[src/rtl/alu_issue_ctrl.sv]
// Issue controller between a host request port and a pipelined ALU stage.
// Optional ALU_ISSUE_PERF_EN adds saturating handshake/stall counters.
package alu_pkg;
    localparam int unsigned DATA_W = 8;
    localparam int unsigned RES_W  = 18;
    localparam int unsigned OP_W   = 3;
    localparam int unsigned SEL_W  = 3;
    localparam int unsigned CNT_W  = 16;

    typedef struct packed {
        logic             pre_x_en;
        logic             pre_x_sub;
        logic             pre_y_en;
        logic             pre_y_sub;
        logic [SEL_W-1:0] mul_x_sel;
        logic [SEL_W-1:0] mul_y_sel;
        logic             mul_en;
        logic             post_en;
        logic             post_sub;
    } alu_ctrl_t;
endpackage

module alu_issue_ctrl
    import alu_pkg::*;
(
    input  logic              clk,
    input  logic              rst,
    input  logic              in_valid,
    output logic              in_ready,
    input  logic [OP_W-1:0]   in_op,
    input  logic [DATA_W-1:0] in_x0,
    input  logic [DATA_W-1:0] in_x1,
    input  logic [DATA_W-1:0] in_y0,
    input  logic [DATA_W-1:0] in_y1,
    output logic              cmd_valid,
    input  logic              cmd_ready,
    output logic [DATA_W-1:0] x0,
    output logic [DATA_W-1:0] x1,
    output logic [DATA_W-1:0] y0,
    output logic [DATA_W-1:0] y1,
    output alu_ctrl_t         ctrl,
    input  logic              res_valid,
    output logic              res_ready,
    input  logic [RES_W-1:0]  res_q,
    input  logic              carry_q,
    output logic              out_valid,
    input  logic              out_ready,
    output logic [RES_W-1:0]  out_res,
    output logic              out_carry,
    output logic              out_err
`ifdef ALU_ISSUE_PERF_EN
    ,
    output logic [CNT_W-1:0]  perf_ops,
    output logic [CNT_W-1:0]  perf_stall
`endif
);

    localparam logic [OP_W-1:0] OP_ERR = OP_W'(7);

    typedef enum logic [1:0] {
        IDLE  = 2'd0,
        ISSUE = 2'd1,
        WAIT  = 2'd2,
        RESP  = 2'd3
    } state_t;

    state_t            state_q, state_d;
    logic              in_ready_q, in_ready_d;
    logic              cmd_valid_q, cmd_valid_d;
    logic              res_ready_q, res_ready_d;
    logic              out_valid_q, out_valid_d;
    logic [DATA_W-1:0] x0_q, x0_d, x1_q, x1_d, y0_q, y0_d, y1_q, y1_d;
    alu_ctrl_t         ctrl_q, ctrl_d;
    logic [RES_W-1:0]  out_res_q, out_res_d;
    logic              out_carry_q, out_carry_d;
    logic              out_err_q, out_err_d;

    // Opcode to ALU datapath control; sel 5 feeds zero, opcode 7 decodes to all-zero.
    function automatic alu_ctrl_t decode_op(input logic [OP_W-1:0] op);
        alu_ctrl_t c;
        c = '0;
        case (op)
            3'd0: begin
                c.mul_x_sel = SEL_W'(3);
                c.mul_y_sel = SEL_W'(5);
            end
            3'd1, 3'd2: begin
                c.pre_x_en  = 1'b1;
                c.pre_y_en  = 1'b1;
                c.mul_x_sel = SEL_W'(4);
                c.mul_y_sel = SEL_W'(4);
                c.post_sub  = (op == 3'd2);
            end
            3'd3, 3'd6: begin
                c.mul_x_sel = SEL_W'(3);
                c.mul_y_sel = SEL_W'(3);
                c.post_sub  = (op == 3'd6);
            end
            3'd4: begin
                c.pre_x_en  = 1'b1;
                c.pre_x_sub = 1'b1;
                c.mul_x_sel = SEL_W'(2);
                c.mul_y_sel = SEL_W'(5);
            end
            3'd5: begin
                c.pre_x_en  = 1'b1;
                c.pre_y_en  = 1'b1;
                c.mul_x_sel = SEL_W'(2);
                c.mul_y_sel = SEL_W'(2);
            end
            default: ;
        endcase
        if (op != OP_ERR) begin
            c.mul_en  = 1'b1;
            c.post_en = 1'b1;
        end
        return c;
    endfunction

    always_comb begin
        state_d     = state_q;
        x0_d        = x0_q;
        x1_d        = x1_q;
        y0_d        = y0_q;
        y1_d        = y1_q;
        ctrl_d      = ctrl_q;
        out_res_d   = out_res_q;
        out_carry_d = out_carry_q;
        out_err_d   = out_err_q;

        case (state_q)
            IDLE: begin
                if (in_valid) begin
                    x0_d   = in_x0;
                    x1_d   = in_x1;
                    y0_d   = in_y0;
                    y1_d   = in_y1;
                    ctrl_d = decode_op(in_op);
                    if (in_op == OP_ERR) begin
                        out_res_d   = '0;
                        out_carry_d = 1'b0;
                        out_err_d   = 1'b1;
                        state_d     = RESP;
                    end else begin
                        state_d = ISSUE;
                    end
                end
            end
            ISSUE: begin
                if (cmd_ready) begin
                    state_d = WAIT;
                end
            end
            WAIT: begin
                if (res_valid) begin
                    out_res_d   = res_q;
                    out_carry_d = carry_q;
                    out_err_d   = 1'b0;
                    state_d     = RESP;
                end
            end
            RESP: begin
                if (out_ready) begin
                    state_d = IDLE;
                end
            end
            default: state_d = IDLE;
        endcase

        // Handshake flags are registered copies of the next-state decode.
        in_ready_d  = (state_d == IDLE);
        cmd_valid_d = (state_d == ISSUE);
        res_ready_d = (state_d == WAIT);
        out_valid_d = (state_d == RESP);
    end

    always_ff @(posedge clk) begin
        if (rst) begin
            state_q     <= IDLE;
            in_ready_q  <= 1'b1;
            cmd_valid_q <= 1'b0;
            res_ready_q <= 1'b0;
            out_valid_q <= 1'b0;
            x0_q        <= '0;
            x1_q        <= '0;
            y0_q        <= '0;
            y1_q        <= '0;
            ctrl_q      <= '0;
            out_res_q   <= '0;
            out_carry_q <= 1'b0;
            out_err_q   <= 1'b0;
        end else begin
            state_q     <= state_d;
            in_ready_q  <= in_ready_d;
            cmd_valid_q <= cmd_valid_d;
            res_ready_q <= res_ready_d;
            out_valid_q <= out_valid_d;
            x0_q        <= x0_d;
            x1_q        <= x1_d;
            y0_q        <= y0_d;
            y1_q        <= y1_d;
            ctrl_q      <= ctrl_d;
            out_res_q   <= out_res_d;
            out_carry_q <= out_carry_d;
            out_err_q   <= out_err_d;
        end
    end

    assign in_ready  = in_ready_q;
    assign cmd_valid = cmd_valid_q;
    assign res_ready = res_ready_q;
    assign out_valid = out_valid_q;
    assign x0        = x0_q;
    assign x1        = x1_q;
    assign y0        = y0_q;
    assign y1        = y1_q;
    assign ctrl      = ctrl_q;
    assign out_res   = out_res_q;
    assign out_carry = out_carry_q;
    assign out_err   = out_err_q;

`ifdef ALU_ISSUE_PERF_EN
    logic [CNT_W-1:0] perf_ops_q, perf_ops_d;
    logic [CNT_W-1:0] perf_stall_q, perf_stall_d;
    logic             ops_inc, stall_inc;

    // Saturating counters: completed responses and back-pressured cycles.
    always_comb begin
        ops_inc      = (state_q == RESP) && out_ready;
        stall_inc    = ((state_q == ISSUE) && !cmd_ready) || ((state_q == RESP) && !out_ready);
        perf_ops_d   = perf_ops_q;
        perf_stall_d = perf_stall_q;
        if (ops_inc && (perf_ops_q != '1)) begin
            perf_ops_d = perf_ops_q + CNT_W'(1);
        end
        if (stall_inc && (perf_stall_q != '1)) begin
            perf_stall_d = perf_stall_q + CNT_W'(1);
        end
    end

    always_ff @(posedge clk) begin
        if (rst) begin
            perf_ops_q   <= '0;
            perf_stall_q <= '0;
        end else begin
            perf_ops_q   <= perf_ops_d;
            perf_stall_q <= perf_stall_d;
        end
    end

    assign perf_ops   = perf_ops_q;
    assign perf_stall = perf_stall_q;
`endif

endmodule

[config.mk]
export PLATFORM = sky130hd
export DESIGN_NAME = alu_issue_ctrl
export DESIGN_NICKNAME = d
export VERILOG_FILES = /design/src/rtl/alu_issue_ctrl.sv
export SDC_FILE = /design/constraint.sdc
export NUM_CORES = 1
export LEC_CHECK = 0
export ABC_AREA = 1
export CAP_MARGIN = 10
export CORE_UTILIZATION = 39
export DETAILED_ROUTE_END_ITERATION = 8
export HOLD_SLACK_MARGIN = 0.1
export PLACE_DENSITY = 0.81
export SLEW_MARGIN = 15
export SYNTH_ARGS = -nofsm -noshare
export SYNTH_HDL_FRONTEND = slang
export SYNTH_SLANG_ARGS = --single-unit
[constraint.sdc]
create_clock -name clk -period 1.3 [get_ports clk]
set_input_delay 0.26 -clock clk [delete_from_list [all_inputs] [get_ports clk]]
set_output_delay 0.26 -clock clk [all_outputs]
set_load 0.01 [all_outputs]
==> results.ini, run 1 <==
[floorplanning]
die_area_mm2 = 0.00684
rows = 29
start_util = 0.402
die_h_um = 82.7
ioPinCount = 129
die_w_um = 82.7
fp.coreArea_mm2 = 0.00631

[final_layout]
drive_above_1_share = 0.0867
fin_nets = 530
fill_cells = 582
finalNonFillerCells = 550
diodes = 0
post-route-util = 0.644
areaGrowthSynthToFinish_pct = 60.2

[synthesis]
ys_ff_latch = 69
async_flop_share = 0
syn_inst = 334
syn_area_per_cell_um2 = 7.60
syn_area_mm2 = 0.00254
yosys.cell_types.count = 23
yosysWarnings = 0
yosysTopAreaCell = dfxtp_1
ys_top_cells_by_count = nor2_1, dfxtp_1, nand2_1
synth.most_common_cell = nor2_1
synth_top_area_frac = 0.544
seq_area_frac_synth = 0.544
synthFlopType = dfxtp_1
synth_area_leaders = dfxtp_1, nor2_1, nand2_1
syn-num-nets = 394
synth-edff-count = 0

[power]
pwr-share-clk = 0.306
p_sw_uw = 1350
total_leakage_power_uw = 0.00194
p_comb_frac = 0.213
swShare = 0.274
power_uw = 4940
powerDensity_mw_per_mm2 = 1220
p_seq_frac = 0.481
ir_drop_v = 0.000618
p_int_uw = 3590

[critical_path]
reg2reg_depth = 5
crit_slowest_cell = dfxtp_1
path_depth = 1
crit_arrival_ps = 960
worst_ep_required_time_ps = 1040
worstPathBufferInverterCount = 1
path_cells = dlygate4sd2_1
cp_top_family = flip-flops
start_kind = flop
critPathKind = reg -> out
end_kind = output port
cpPeakStageDelay_ps = 330
crit_path_max_fanout = 2

[cts]
cts_buffers = 9
h-tree-depth = 3
clk_pin_slew_ps = 70
insertion_delay_ps = 330
clock-root-buffer = clkbuf_8
cts_tree = yes
cts_setup_buffers = 0
cts.sinks = 69
clock_path_buffers = 2

[route]
viasPerCell = 4.76
detail_route.wl_per_cell_um = 12.9
wl_um = 7100
vias = 2616
ant_nets = 0
drt_iter0_markers = 163
drc_errors = 0
first_pass_iters = 6

[global_routing]
grt_max_degree = 29
grt_pass1_vias = 2292
globalRoute.totalOverflow = 0
grt_first_pass_wirelength_um = 10700
antenna_found_initial = 0
grt_usage = 0.208

[placed_design]
post-dp-hpwl_um = 5110
routabilityCongestion = 0.781
dp.cells = 536
port_buffers = 127

[hold_path]
hold_class = reg -> reg
holdPathStages = 2

[sta]
rsz0062_at_grt = no
fin_crit_ps = 1220
max_freq_ghz = 0.817
post-route-period-util = 0.942
tns_ps = 0
hold_viol_final = 0
finalMaxSlewViolations = 0
skew_ps = 5.80
final-setup-viol-count = 0

[job]
drv_cap = 0

[outcome]
outcome = finished, final reports clean

==> cell families after synthesis <==
group	share of synthesized area
buf+inv	0.0720
simple gates	0.250
flops	0.544
other cells	0.00148
compound gates	0.132
==> per-layer routing <==
layer  routed length (µm)  track usage  vias up  part of all wire
met5                    0            0        -                 0
met4                  227        0.117        0             0.032
met1                 2860        0.237     1193              0.40
li1                     -            -     1328                 -
met2                 3630        0.356       73              0.51
met3                  378       0.0495       22             0.053
==> registers in the layout, indices dropped and copies added (netlist names), 2 cells and up <==
register / count
x1: 8
state_q: 2
y0: 8
ctrl: 11
out_res: 18
y1: 8
x0: 8
==> worst paths after layout <==
kind                    start          end  slack, ps
hold reg to reg   out_res[10]  out_res[10]        460
setup reg to reg   state_q[1]        y1[6]        110
hold / removal    out_res[10]  out_res[10]        460
setup / recovery      ctrl[6]      ctrl[6]         80
==> power by group through the flow <==
stage          Combinational, µW  Sequential [µW]  Clock, µW
2_1_floorplan                417             2510          0
3_3_place_gp                1140             2420          0
3_5_place_dp                1170             2430          0
4_1_cts                     1050             2370       1540
5_1_grt                     1160             2400       1680
6_report                    1050             2380       1510
==> placed cells by master, fill, tap and decap left out <==
| master | n |
|---|---|
| nor2_1 | 77 |
| nand2_1 | 69 |
| dlygate4sd2_1 | 68 |
| dfxtp_1 | 67 |
| clkdlybuf4s50_1 | 59 |
| o21ai_0 | 33 |
| a21oi_1 | 30 |
| buf_4 | 16 |
| inv_1 | 14 |
| clkbuf_8 | 11 |
| nand3_1 | 7 |
| o21ai_1 | 4 |
| buf_12 | 3 |
| nand2_4 | 2 |
| nand3_2 | 2 |
| clkinv_2 | 2 |
| nor2_4 | 1 |
| inv_2 | 1 |
| nand3b_1 | 1 |
| nand4_1 | 1 |
| inv_4 | 1 |
| conb_1 | 1 |
| clkbuf_1 | 1 |
| dfxtp_4 | 1 |
| dfxtp_2 | 1 |
==> cell type report <==
cell class	instances	area, µm²	area share
inverters	16	62.6	0.0154
flip-flops and latches	69	1390	0.341
well taps	77	96.3	0.0237
clock buffers	12	155	0.0382
clock inverters	2	10.0	0.00246
repair buffers	146	1370	0.336
multi-input cells	228	990	0.243
==> timing repair <==
| item | CTS | global route |
|---|---|---|
| hold endpoints to repair | 0 | 0 |
| resized for setup | 69 | 6 |
| pin swaps | 0 | 0 |
| setup endpoints to repair | 74 | 45 |
| hold buffers | 0 | 0 |
==> metrics by stage <==
| stage | cell area (µm²) | hold WS (ps) | setup slack (ps) |
|---|---|---|---|
| after CTS | 4050 | 464 | 41.6 |
| after floorplan | 2540 | 407 | 219 |
| after global placement | 3970 | 447 | -255 |
| after detailed placement | 3970 | 457 | -313 |
| after global routing | 4070 | 475 | 7.83 |
| final | 4070 | 463 | 75.9 |
Note: power is estimated with default switching activity, not from simulation.
==> run 2, diff against run 1 <==
--- a/config.mk
+++ b/config.mk
@@ -7,10 +7,11 @@
 export LEC_CHECK = 0
 export ABC_AREA = 1
 export CAP_MARGIN = 10
-export CORE_UTILIZATION = 39
+export CORE_UTILIZATION = 43
+export CTS_BUF_LIST = sky130_fd_sc_hd__clkbuf_16
 export DETAILED_ROUTE_END_ITERATION = 8
 export HOLD_SLACK_MARGIN = 0.1
-export PLACE_DENSITY = 0.81
+export PLACE_DENSITY = 0.88
 export SLEW_MARGIN = 15
 export SYNTH_ARGS = -nofsm -noshare
 export SYNTH_HDL_FRONTEND = slang
==> constraint.sdc (replaced) <==
create_clock -name clk -period 1.5 [get_ports clk]
set_input_delay 0.3 -clock clk [delete_from_list [all_inputs] [get_ports clk]]
set_output_delay 0.3 -clock clk [all_outputs]
set_load 0.01 [all_outputs]
==> run 2 against run 1 <==
Effect of this change: count of clock-buffer cells in the layout is 3 lower; register-to-register slack improved by 40 ps; routed wire length rose by 0.21%; first-iteration DRC count fell by 30%; sequential cell count stayed put; sequential share of layout area is 1.7 points lower; setup slack worse by 49 ps; combinational power shrank 9.8%; die area down 9.1%; global-route usage increased by 2.3 points; critical path type unchanged; critical endpoint is now x0[1].
==> results.ini, run 2 (synthesis results as in run 1) <==
[outcome]
outcome = finished, final reports clean

[final_layout]
drive_above_1_share = 0.0682
ff_latch_area_mm2 = 0.00138
finalNonFillerCells = 541
diodes = 0
fin_nets = 524
final_common_cell = nor2_1
final_cell_mix = nor2_1, nand2_1, dfxtp_1
largest_reg_flops = 18
multi_input_area_um2 = 980
fill_cells = 435
areaGrowthSynthToFinish_pct = 67.8

[placed_design]
post-dp-hpwl_um = 5190
port_buffers = 127
place_ws_ps = -156
dp.cells = 525
routabilityCongestion = 0.740

[floorplanning]
rows = 27
die_w_um = 78.8
ioPinCount = 129
die_h_um = 78.8
fp.coreArea_mm2 = 0.00561
start_util = 0.453
die_area_mm2 = 0.00621

[route]
wl_um = 7110
viasPerCell = 4.79
drc_errors = 0
vias = 2594
ant_nets = 0
detail_route.wl_per_cell_um = 13.1
first_pass_iters = 5
drt_iter0_markers = 114

[sta]
max_freq_ghz = 0.679
finalMaxSlewViolations = 0
hold_ws_ps = 460
post-route-period-util = 0.982
fin_crit_ps = 1470
worst_slack_ps = 26.4
rsz0062_at_grt = no
final-setup-viol-count = 0
hold_viol_final = 0
skew_ps = 6.79
tns_ps = 0

[global_routing]
grt_max_degree = 30
grt_usage = 0.231
grt_pass1_vias = 2431
globalRoute.totalOverflow = 0
antenna_found_initial = 0
grt_first_pass_wirelength_um = 11200

[cts]
clock_path_buffers = 2
hold_buffers = 0
cts_tree = yes
insertion_delay_ps = 320
cts.sinks = 69
ctsResizeCount = 25
cts_buffers = 9
clock-root-buffer = clkbuf_16
cts_setup_buffers = 0
clk_pin_slew_ps = 50
h-tree-depth = 3

[power]
total_leakage_power_uw = 0.00237
powerDensity_mw_per_mm2 = 1170
ir_drop_v = 0.000842

[critical_path]
crit_path_max_fanout = 2
start_kind = flop
path_cells = clkdlybuf4s50_1
critPathKind = reg -> out
crit_slowest_cell = clkdlybuf4s50_1
end_kind = output port
cpPeakStageDelay_ps = 530
crit_arrival_ps = 1170
worstPathBufferInverterCount = 1
cp_top_family = buffers and inverters
worst_ep_required_time_ps = 1200

[hold_path]
hold_class = reg -> reg

[job]
drv_cap = 0

run 2: cell count changes in the layout (fill, tap and decap cells not counted), moves of 2 or more:
cell	change
dfxtp_1	+2
dlymetal6s2s_1	+35
dlygate4sd2_1	-43
clkdlybuf4s50_1	+8
inv_1	+2
buf_4	-6
clkbuf_16	+9
clkbuf_8	-11
run 2: routing by layer:
| layer | global-route usage | part of all wire |
|---|---|---|
| met4 | 0.0891 | 0.020 |
| met2 | 0.430 | 0.53 |
| met1 | 0.260 | 0.40 |
| met3 | 0.0425 | 0.043 |
| met5 | 0 | 0 |
run 2: layout make-up:
| class | instances | share of cell area |
|---|---|---|
| Clock buffer | 9 | 0.0529 |
| Clock inverter | 7 | 0.0138 |
| Inverter | 16 | 0.0147 |
| Multi-Input combinational cell | 228 | 0.230 |
| Sequential cell | 69 | 0.324 |
| Tap cell | 72 | 0.0211 |
| Timing Repair Buffer | 140 | 0.343 |
run 2: worst paths after layout:
| path | slack, ps | endpoint | depth (start not counted) | start |
|---|---|---|---|---|
| max | 30 | x0[1] | 1 | x0[1] |
| min | 460 | ctrl[3] | 2 | ctrl[3] |
| max reg2reg | 150 | res_ready | 7 | state_q[1] |
| min reg2reg | 460 | ctrl[3] | 2 | ctrl[3] |
run 2: through the flow:
stage	power (µW)	area, µm²	utilization
floorplan	2530	2540	-
global placement	3070	3920	0.698
CTS	5060	4170	0.743
finish	5000	4260	0.760
detailed placement	3100	3920	0.698
global route	5230	4260	0.760
run 2: report_power, final:
group	internal (µW)	total (µW)	switching, µW
Clock	1260	1990	726
Combinational	493	947	454
Sequential	1990	2060	73.7
Total	3740	5000	1250
